**src/rtl/hazard_ctrl_pkg.sv**
```systemverilog
// Shared types for the hazard controller: divider sequencer states and
// forward-select codes.
package hazard_ctrl_pkg;

    typedef enum logic [1:0] {
        IDLE  = 2'd0,
        START = 2'd1,
        BUSY  = 2'd2,
        DONE  = 2'd3
    } div_state_e;

    localparam logic [1:0] FWD_RF  = 2'b00;
    localparam logic [1:0] FWD_WB  = 2'b01;
    localparam logic [1:0] FWD_MEM = 2'b10;

    function automatic logic [1:0] fwd_sel(input logic hit_m, input logic hit_w);
        if (hit_m) begin
            fwd_sel = FWD_MEM;
        end else if (hit_w) begin
            fwd_sel = FWD_WB;
        end else begin
            fwd_sel = FWD_RF;
        end
    endfunction

endpackage

```
**src/rtl/hazard_ctrl_div_seq.sv**
```systemverilog
// Divider launch/busy sequencer with timeout counter.
// Present only when HAZARD_CTRL_DIV_EN is defined; otherwise outputs tie to 0.
module div_seq
    import hazard_ctrl_pkg::*;
#(
    parameter int DIV_TIMEOUT = 63
) (
    input  logic clk,
    input  logic rst,
    input  logic div_reqE,
    input  logic div_ready,
    input  logic mem_stall,
    input  logic flush_now,
    output logic divstall,
    output logic div_start,
    output logic div_abort,
    output logic div_err
);

`ifdef HAZARD_CTRL_DIV_EN
    localparam logic [5:0] TMO_LAST = 6'(DIV_TIMEOUT - 1);

    div_state_e state_q, state_d;
    logic [5:0] cnt_q, cnt_d;
    logic       err_q, err_d;

    always_ff @(posedge clk or negedge rst) begin
        if (!rst) begin
            state_q <= IDLE;
            cnt_q   <= '0;
            err_q   <= 1'b0;
        end else begin
            state_q <= state_d;
            cnt_q   <= cnt_d;
            err_q   <= err_d;
        end
    end

    always_comb begin
        state_d   = state_q;
        cnt_d     = cnt_q;
        err_d     = err_q;
        divstall  = 1'b0;
        div_start = 1'b0;
        div_abort = 1'b0;
        if (state_q != IDLE && flush_now) begin
            state_d   = IDLE;
            cnt_d     = '0;
            div_abort = 1'b1;
        end else begin
            unique case (state_q)
                IDLE: begin
                    if (div_reqE && !flush_now && !mem_stall) begin
                        state_d = START;
                    end
                end
                START: begin
                    divstall  = 1'b1;
                    div_start = 1'b1;
                    cnt_d     = '0;
                    state_d   = BUSY;
                end
                BUSY: begin
                    divstall = 1'b1;
                    if (div_ready) begin
                        state_d = DONE;
                        cnt_d   = '0;
                    end else if (cnt_q == TMO_LAST) begin
                        err_d   = 1'b1;
                        state_d = DONE;
                        cnt_d   = '0;
                    end else begin
                        cnt_d = cnt_q + 6'd1;
                    end
                end
                // E advances here; returning to IDLE blocks a relaunch of the same op
                DONE: state_d = IDLE;
            endcase
        end
    end

    assign div_err = err_q;
`else
    logic unused_div;
    assign unused_div = ^{clk, rst, div_reqE, div_ready, mem_stall,
                          flush_now, 6'(DIV_TIMEOUT)};
    assign divstall  = 1'b0;
    assign div_start = 1'b0;
    assign div_abort = 1'b0;
    assign div_err   = 1'b0;
`endif

endmodule

```
**src/rtl/hazard_ctrl.sv**
```systemverilog
// Hazard controller: stalls, flushes, forwarding and divider handshake.
// Divider support is built only with HAZARD_CTRL_DIV_EN defined.
module hazard_ctrl
    import hazard_ctrl_pkg::*;
#(
    parameter int REG_W       = 5,
    parameter int DIV_TIMEOUT = 63
) (
    input  logic             clk,
    input  logic             rst,
    input  logic [REG_W-1:0] rsD,
    input  logic [REG_W-1:0] rtD,
    input  logic [REG_W-1:0] rsE,
    input  logic [REG_W-1:0] rtE,
    input  logic [REG_W-1:0] writeregE,
    input  logic [REG_W-1:0] writeregM,
    input  logic [REG_W-1:0] writeregW,
    input  logic             regwriteE,
    input  logic             regwriteM,
    input  logic             regwriteW,
    input  logic [1:0]       memtoregE,
    input  logic [1:0]       memtoregM,
    input  logic             branchD,
    input  logic             jumpregD,
    input  logic             div_reqE,
    input  logic             div_ready,
    input  logic             mem_stall,
    input  logic             exc_flush,
    output logic             stallF,
    output logic             stallD,
    output logic             stallE,
    output logic             stallM,
    output logic             flushD,
    output logic             flushE,
    output logic             flushM,
    output logic [1:0]       forwardaE,
    output logic [1:0]       forwardbE,
    output logic             forwardaD,
    output logic             forwardbD,
    output logic             div_start,
    output logic             div_abort,
    output logic             div_err
);

    logic flush_pend_q, flush_pend_d;
    logic flush_now;
    logic divstall, lwstall, brstall;
    logic rs_nz, rt_nz, br_x, br_y;

    // A flush seen under a memory stall is parked until memory is ready
    assign flush_now = rst && (exc_flush || flush_pend_q) && !mem_stall;

    always_comb begin
        flush_pend_d = flush_pend_q || (exc_flush && mem_stall);
        if (flush_now) begin
            flush_pend_d = 1'b0;
        end
    end

    always_ff @(posedge clk or negedge rst) begin
        if (!rst) begin
            flush_pend_q <= 1'b0;
        end else begin
            flush_pend_q <= flush_pend_d;
        end
    end

    assign forwardaE = fwd_sel(
        rsE != '0 && regwriteM && rsE == writeregM,
        rsE != '0 && regwriteW && rsE == writeregW);
    assign forwardbE = fwd_sel(
        rtE != '0 && regwriteM && rtE == writeregM,
        rtE != '0 && regwriteW && rtE == writeregW);
    assign forwardaD = rsD != '0 && regwriteM && rsD == writeregM;
    assign forwardbD = rtD != '0 && regwriteM && rtD == writeregM;

    assign rs_nz   = rsD != '0;
    assign rt_nz   = rtD != '0;
    assign lwstall = memtoregE != 2'b00 && (rtE == rsD || rtE == rtD);
    assign br_x    = regwriteE &&
                     ((rs_nz && writeregE == rsD) || (rt_nz && writeregE == rtD));
    assign br_y    = memtoregM != 2'b00 &&
                     ((rs_nz && writeregM == rsD) || (rt_nz && writeregM == rtD));
    assign brstall = (branchD || jumpregD) && (br_x || br_y);

    div_seq #(
        .DIV_TIMEOUT(DIV_TIMEOUT)
    ) u_div_seq (
        .clk      (clk),
        .rst      (rst),
        .div_reqE (div_reqE),
        .div_ready(div_ready),
        .mem_stall(mem_stall),
        .flush_now(flush_now),
        .divstall (divstall),
        .div_start(div_start),
        .div_abort(div_abort),
        .div_err  (div_err)
    );

    always_comb begin
        stallF = 1'b0;
        stallD = 1'b0;
        stallE = 1'b0;
        stallM = 1'b0;
        flushD = 1'b0;
        flushE = 1'b0;
        flushM = 1'b0;
        if (rst) begin
            if (flush_now) begin
                flushD = 1'b1;
                flushE = 1'b1;
                flushM = 1'b1;
            end else if (mem_stall) begin
                stallF = 1'b1;
                stallD = 1'b1;
                stallE = 1'b1;
                stallM = 1'b1;
            end else if (divstall) begin
                stallF = 1'b1;
                stallD = 1'b1;
                stallE = 1'b1;
                flushM = 1'b1;
            end else if (lwstall || brstall) begin
                stallF = 1'b1;
                stallD = 1'b1;
                flushE = 1'b1;
            end
        end
    end

endmodule

```
**config.mk**
```make
export PLATFORM = sky130hd
export DESIGN_NAME = hazard_ctrl
export DESIGN_NICKNAME = d
export VERILOG_FILES = /design/src/rtl/hazard_ctrl_pkg.sv /design/src/rtl/hazard_ctrl_div_seq.sv /design/src/rtl/hazard_ctrl.sv
export SDC_FILE = /design/constraint.sdc
export NUM_CORES = 1
export LEC_CHECK = 0
export CORE_MARGIN = 1
export CORE_UTILIZATION = 36
export DETAILED_ROUTE_END_ITERATION = 8
export MAX_ROUTING_LAYER = met4
export PLACE_DENSITY = 0.92
export REMOVE_ABC_BUFFERS = 1
export SKIP_CTS_REPAIR_TIMING = 1
export SYNTH_ARGS = -nofsm -noshare
export SYNTH_HDL_FRONTEND = slang
export SYNTH_SLANG_ARGS = --single-unit
export TNS_END_PERCENT = 20
```
**constraint.sdc**
```tcl
create_clock -name clk -period 2.6 [get_ports clk]
set_input_delay 0.39 -clock clk [delete_from_list [all_inputs] [get_ports clk]]
set_output_delay 0.39 -clock clk [all_outputs]
set_load 0.05 [all_outputs]
```
==> results.json, run 1 <==
{
  "fillers": 152,
  "antenna_left": 0,
  "gp_congestion": 0.896,
  "grt_pass1_wl_mm": 4.02,
  "p_sw_uw": 142,
  "yosys_warnings": 0,
  "seq_area_frac_synth_pct": 2.99,
  "final_util_pct": 72.9,
  "drt_iter0_markers": 17,
  "ys_seq_elements": 1,
  "p_total_uw": 305,
  "switching_share_pct": 46.4,
  "fp.dieW_um": 50.2,
  "pwr-share-clk_pct": 0,
  "grt_max_degree": 5,
  "dieHeight_um": 50.2,
  "final_layout_size_suffix_gt1_share_pct": 23.1,
  "grt_pass1_vias": 936,
  "finalHoldViolations": 0,
  "gr-total-overflow": 0,
  "cp-end-kind": "primary output",
  "post-synth-top-area-fraction_pct": 35.6,
  "top_regs": "flush_pend_q x1",
  "num_rows": 17,
  "drv_slew": 0,
  "stdcell_area_sq_um": 1600,
  "hpwlAfterDp_mm": 2.34,
  "ir_drop_v": 0.000128,
  "synth_edf_count": 0,
  "ios": 66,
  "p_comb_share_pct": 93.9,
  "avgRoutedWirePerCell_um": 14.2,
  "p_seq_share_pct": 6.1,
  "clock_skew_ns": 0,
  "synth-async-reset-ratio_pct": 100,
  "yosysTopAreaCell": "xnor2_1",
  "syn_area_sq_um": 836,
  "coreArea_sq_um": 2190,
  "internal_power_uw": 163,
  "nNetsFinal": 225,
  "antennaDiodeCount": 0,
  "crit_type": "input port to primary output",
  "pre_cts_ws_ns": -0.0628,
  "ys_top_cells_by_area": "xnor2_1 (36%), xor2_1 (17%), buf_4 (5.4%)",
  "clk_pin_slew_ns": 0,
  "synth-main-ff-cell": "dfrtp_1",
  "fin_crit_sh_pct": 99.4,
  "whs_ns": 0.495,
  "rsz0062_at_grt": "true",
  "numPortBuffers": 60,
  "startpoint_type": "input port",
  "first_pass_iters": 4,
  "p_leak_uw": 0.000589,
  "largest_register": "flush_pend_q",
  "area_delta_synth_final_pct": 91.2,
  "viasPerCell": 5.06,
  "synthCells": 110,
  "finalSetupViolCount": 0,
  "die_area_sq_um": 2520,
  "largest_reg_flops": 1,
  "vias": 1018,
  "max_cap_violations": 0,
  "syn_avg_cell_area_sq_um": 7.60,
  "status": "finished clean",
  "drc": 0,
  "arrival_ns": 2.20,
  "final_common_cell": "clkdlybuf4s50_1",
  "antenna_found_initial": 0,
  "min_path_type": "flop to flop",
  "layout_common_cells": "clkdlybuf4s50_1 (46), xnor2_1 (34), buf_4 (21)",
  "initial_core_util_pct": 38.1,
  "critical_path.max_fanout": 4,
  "powerDensity_nw_per_um2": 191,
  "cp.required_ns": 2.21,
  "wl_mm": 2.86,
  "dpl_cell_area_sq_um": 1530,
  "worst_slack_ns": 0.0149,
  "synth.distinct_cells": 28,
  "clk_latency_ns": 0,
  "grtUsageTotal_pct": 20.7,
  "fmax_ghz": 0.387,
  "fin_crit_ns": 2.59
}
worst paths after layout:
check / from / to / slack, ns / cells past startpoint
max: writeregM[1] / stallD / 0.01 / 6
min: flush_pend_q$_DFF_PN0_ / flush_pend_q$_DFF_PN0_ / 0.50 / 1
max reg2reg: flush_pend_q$_DFF_PN0_ / flush_pend_q$_DFF_PN0_ / 1.92 / 1
min reg2reg: flush_pend_q$_DFF_PN0_ / flush_pend_q$_DFF_PN0_ / 0.50 / 1
max in group asynchronous: rst / flush_pend_q$_DFF_PN0_ / 1.88 / 1
min in group asynchronous: rst / flush_pend_q$_DFF_PN0_ / 0.58 / 1
synth_stat cells, types with 3 or more instances:
cell / instances
xor2_1: 16
nor2_1: 4
xnor2_1: 34
or4_1: 3
nor4_1: 6
and2_1: 3
nand4_1: 4
nand2_1: 3
clkbuf_1: 4
buf_4: 6
nand3_1: 6
worst max-delay path, stage by stage:
cell             delay, ns
clkdlybuf4s50_1       0.55
xor2_1                0.24
nor4_2                0.35
o21ai_1               0.15
a41oi_1               0.26
buf_4                 0.24
power by group through the flow:
stage               clock network [uW]  logic [uW]  registers, uW
finish                               0         286           18.5
global route                         0         302           18.6
CTS                                  0         273           18.4
detailed placement                   0         272           18.7
global placement                     0         265           18.6
floorplan                            0         124           18.3
final cells by class:
type                       count  area [sq um]  area share [%]
multi-input combinational     97           798            50.0
timing repair buffer          74           736            46.0
tap                           28          35.0            2.19
sequential                     1          25.0            1.57
inverter                       1          3.75           0.235
metrics by stage:
stage,setup TNS [ns],cells
floorplan,-1.52,99
finish,0,201
CTS,-0.134,201
detailed placement,-0.137,201
global route,-0.167,201
global placement,-0.0272,201
metal layers:
layer	wire, um	share of wire [%]	global-route usage (%)	vias to the layer above
met3	246	8.6	3.03	4
met1	1180	41	25.1	469
li1	-	-	-	500
met2	1390	49	36.4	45
met5	0	0	-	-
met4	40	1.4	2.86	0
logic make-up (layout without fill, tap and decap cells):
kind of cell	Yosys count	in the layout	share of synthesized area (%)
simple gates	36	36	26.8
other cells	1	3	0.449
compound gates	8	8	7.19
buf+inv	14	75	10.2
flops	1	1	2.99
xor+xnor	50	50	52.4
Power figures use the tool's default switching activity.
==> run 2, diff against run 1 <==
--- a/config.mk
+++ b/config.mk
@@ -6,10 +6,10 @@
 export NUM_CORES = 1
 export LEC_CHECK = 0
 export CORE_MARGIN = 1
-export CORE_UTILIZATION = 36
+export CORE_UTILIZATION = 27
 export DETAILED_ROUTE_END_ITERATION = 8
 export MAX_ROUTING_LAYER = met4
-export PLACE_DENSITY = 0.92
+export PLACE_DENSITY = 0.73
 export REMOVE_ABC_BUFFERS = 1
 export SKIP_CTS_REPAIR_TIMING = 1
 export SYNTH_ARGS = -nofsm -noshare
==> run 2 against run 1 <==
Compared with the run above: the flow now finishes with violations (DRC); flip-flop and latch count unchanged; sequential power is essentially flat; maximum frequency increased by 1.5%; die area increased by 32%; global-route usage is 3.4 points lower; final area is 4.5% higher; cell count rose by 5.5%; highest routed layer is now met3.
==> results.json, run 2 (same netlist as run 1, synthesis figures left out) <==
{
  "status": "finished with violations",
  "violations": "DRC",
  "post-place-cells": 212,
  "ios": 66,
  "antenna_found_initial": 0,
  "coreArea_sq_um": 2850,
  "path_delay_family": "simple AND/OR/NAND/NOR gates",
  "critPathBufInv": 2,
  "setup_tns_ns": 0,
  "crit_slowest_cell": "or4_4",
  "drt_iter0_markers": 36,
  "nNetsFinal": 233,
  "fp.dieW_um": 57.6,
  "final_layout_size_suffix_gt1_share_pct": 26.5,
  "min-delay-start": "flush_pend_q$_DFF_PN0_",
  "powerDensity_nw_per_um2": 187,
  "gr-total-overflow": 0,
  "clk_latency_ns": 0,
  "num_rows": 19,
  "rr_startpoint": "flush_pend_q$_DFF_PN0_",
  "gp_congestion": 0.860,
  "viasPerCell": 4.81,
  "max_cap_violations": 0,
  "r2r-end": "flush_pend_q$_DFF_PN0_",
  "cp-end-kind": "primary output",
  "fin_crit_ns": 2.55,
  "clock_skew_ns": 0,
  "multi_input_area_sq_um": 801,
  "vias": 1020,
  "startpoint_type": "input port",
  "antenna_left": 0,
  "critical_path.max_fanout": 2,
  "seqCellArea_sq_um": 25.0,
  "drv_slew": 0,
  "fin_cells": 212,
  "rsz0062_at_grt": "true",
  "fillers": 245,
  "crit_path_max_incr_delay_ns": 0.56,
  "ir_drop_v": 0.0000656,
  "area_delta_synth_final_pct": 99.7,
  "top_regs": "flush_pend_q x1",
  "grt_pass1_wl_mm": 4.55,
  "grtUsageTotal_pct": 17.2,
  "whs_path_depth": 1,
  "largest_register": "flush_pend_q",
  "cp.required_ns": 2.21,
  "reg2reg_setup_slack_ns": 1.93,
  "dieHeight_um": 57.6,
  "cp_num_cells": 7,
  "fmax_ghz": 0.393,
  "pre_cts_ws_ns": -0.0309,
  "finalSetupViolCount": 0,
  "p_leak_uw": 0.000622,
  "avgRoutedWirePerCell_um": 13.3,
  "numPortBuffers": 60,
  "initial_core_util_pct": 29.3,
  "fin_crit_sh_pct": 98.0,
  "holdPathEnd": "flush_pend_q$_DFF_PN0_",
  "antennaDiodeCount": 0,
  "grt_max_degree": 5,
  "arrival_ns": 2.16,
  "first_pass_iters": 6,
  "grt_pass1_vias": 1050,
  "worst_slack_ns": 0.0532,
  "crit_type": "input port to primary output",
  "die_area_sq_um": 3320,
  "whs_ns": 0.490,
  "drc": 6,
  "min_path_type": "flop to flop",
  "largest_reg_flops": 1,
  "reg2reg_depth": 1,
  "cp_cell_sequence": "clkdlybuf4s50_1, or4_4, nor2_4, nor4_2, o21ai_1, a41oi_2, buf_6",
  "hpwlAfterDp_mm": 2.47,
  "final_common_cell": "clkdlybuf4s50_1",
  "wl_mm": 2.83,
  "layout_common_cells": "clkdlybuf4s50_1 (47), xnor2_1 (34), buf_4 (27)",
  "clk_pin_slew_ns": 0,
  "p_total_uw": 313,
  "finalHoldViolations": 0
}
## run 2: worst max path at each step
stage | startpoint | end | slack [ns]
2_1_floorplan | rsE[1] | forwardaE[0] | -0.65
3_3_place_gp | rsD[4] | stallF | -0.03
3_5_place_dp | rsD[4] | stallD | -0.03
4_1_cts | rsD[4] | stallD | -0.03
5_1_grt | rsD[1] | stallF | -0.009
6_report | rsD[1] | stallF | 0.05
## run 2: layout make-up
cell class | count | share of cell area [%]
Tap cell | 31 | 2.32
Multi-Input combinational cell | 97 | 48.0
Sequential cell | 1 | 1.50
Timing Repair Buffer | 82 | 48.0
Inverter | 1 | 0.225
## run 2: routing by layer
layer  vias to the layer above  share of wire (%)  GRT usage (%)
met2                        24                 55           33.2
met4                         0                  0           1.74
met5                         -                  0              -
li1                        515                  -              -
met1                       481                 41           20.0
met3                         0                4.2           1.12
## run 2: per-stage QoR
stage | cell area [sq um] | util, %
4_1_cts | 1590 | 55.7
3_5_place_dp | 1590 | 55.7
3_3_place_gp | 1590 | 55.7
2_1_floorplan | 762 | -
6_report | 1670 | 58.5
5_1_grt | 1670 | 58.5
## run 2: where the power goes
part           internal, uW  switching (uW)
logic                   155             139
clock network             0               0
registers              17.6           0.890
total                   173             140
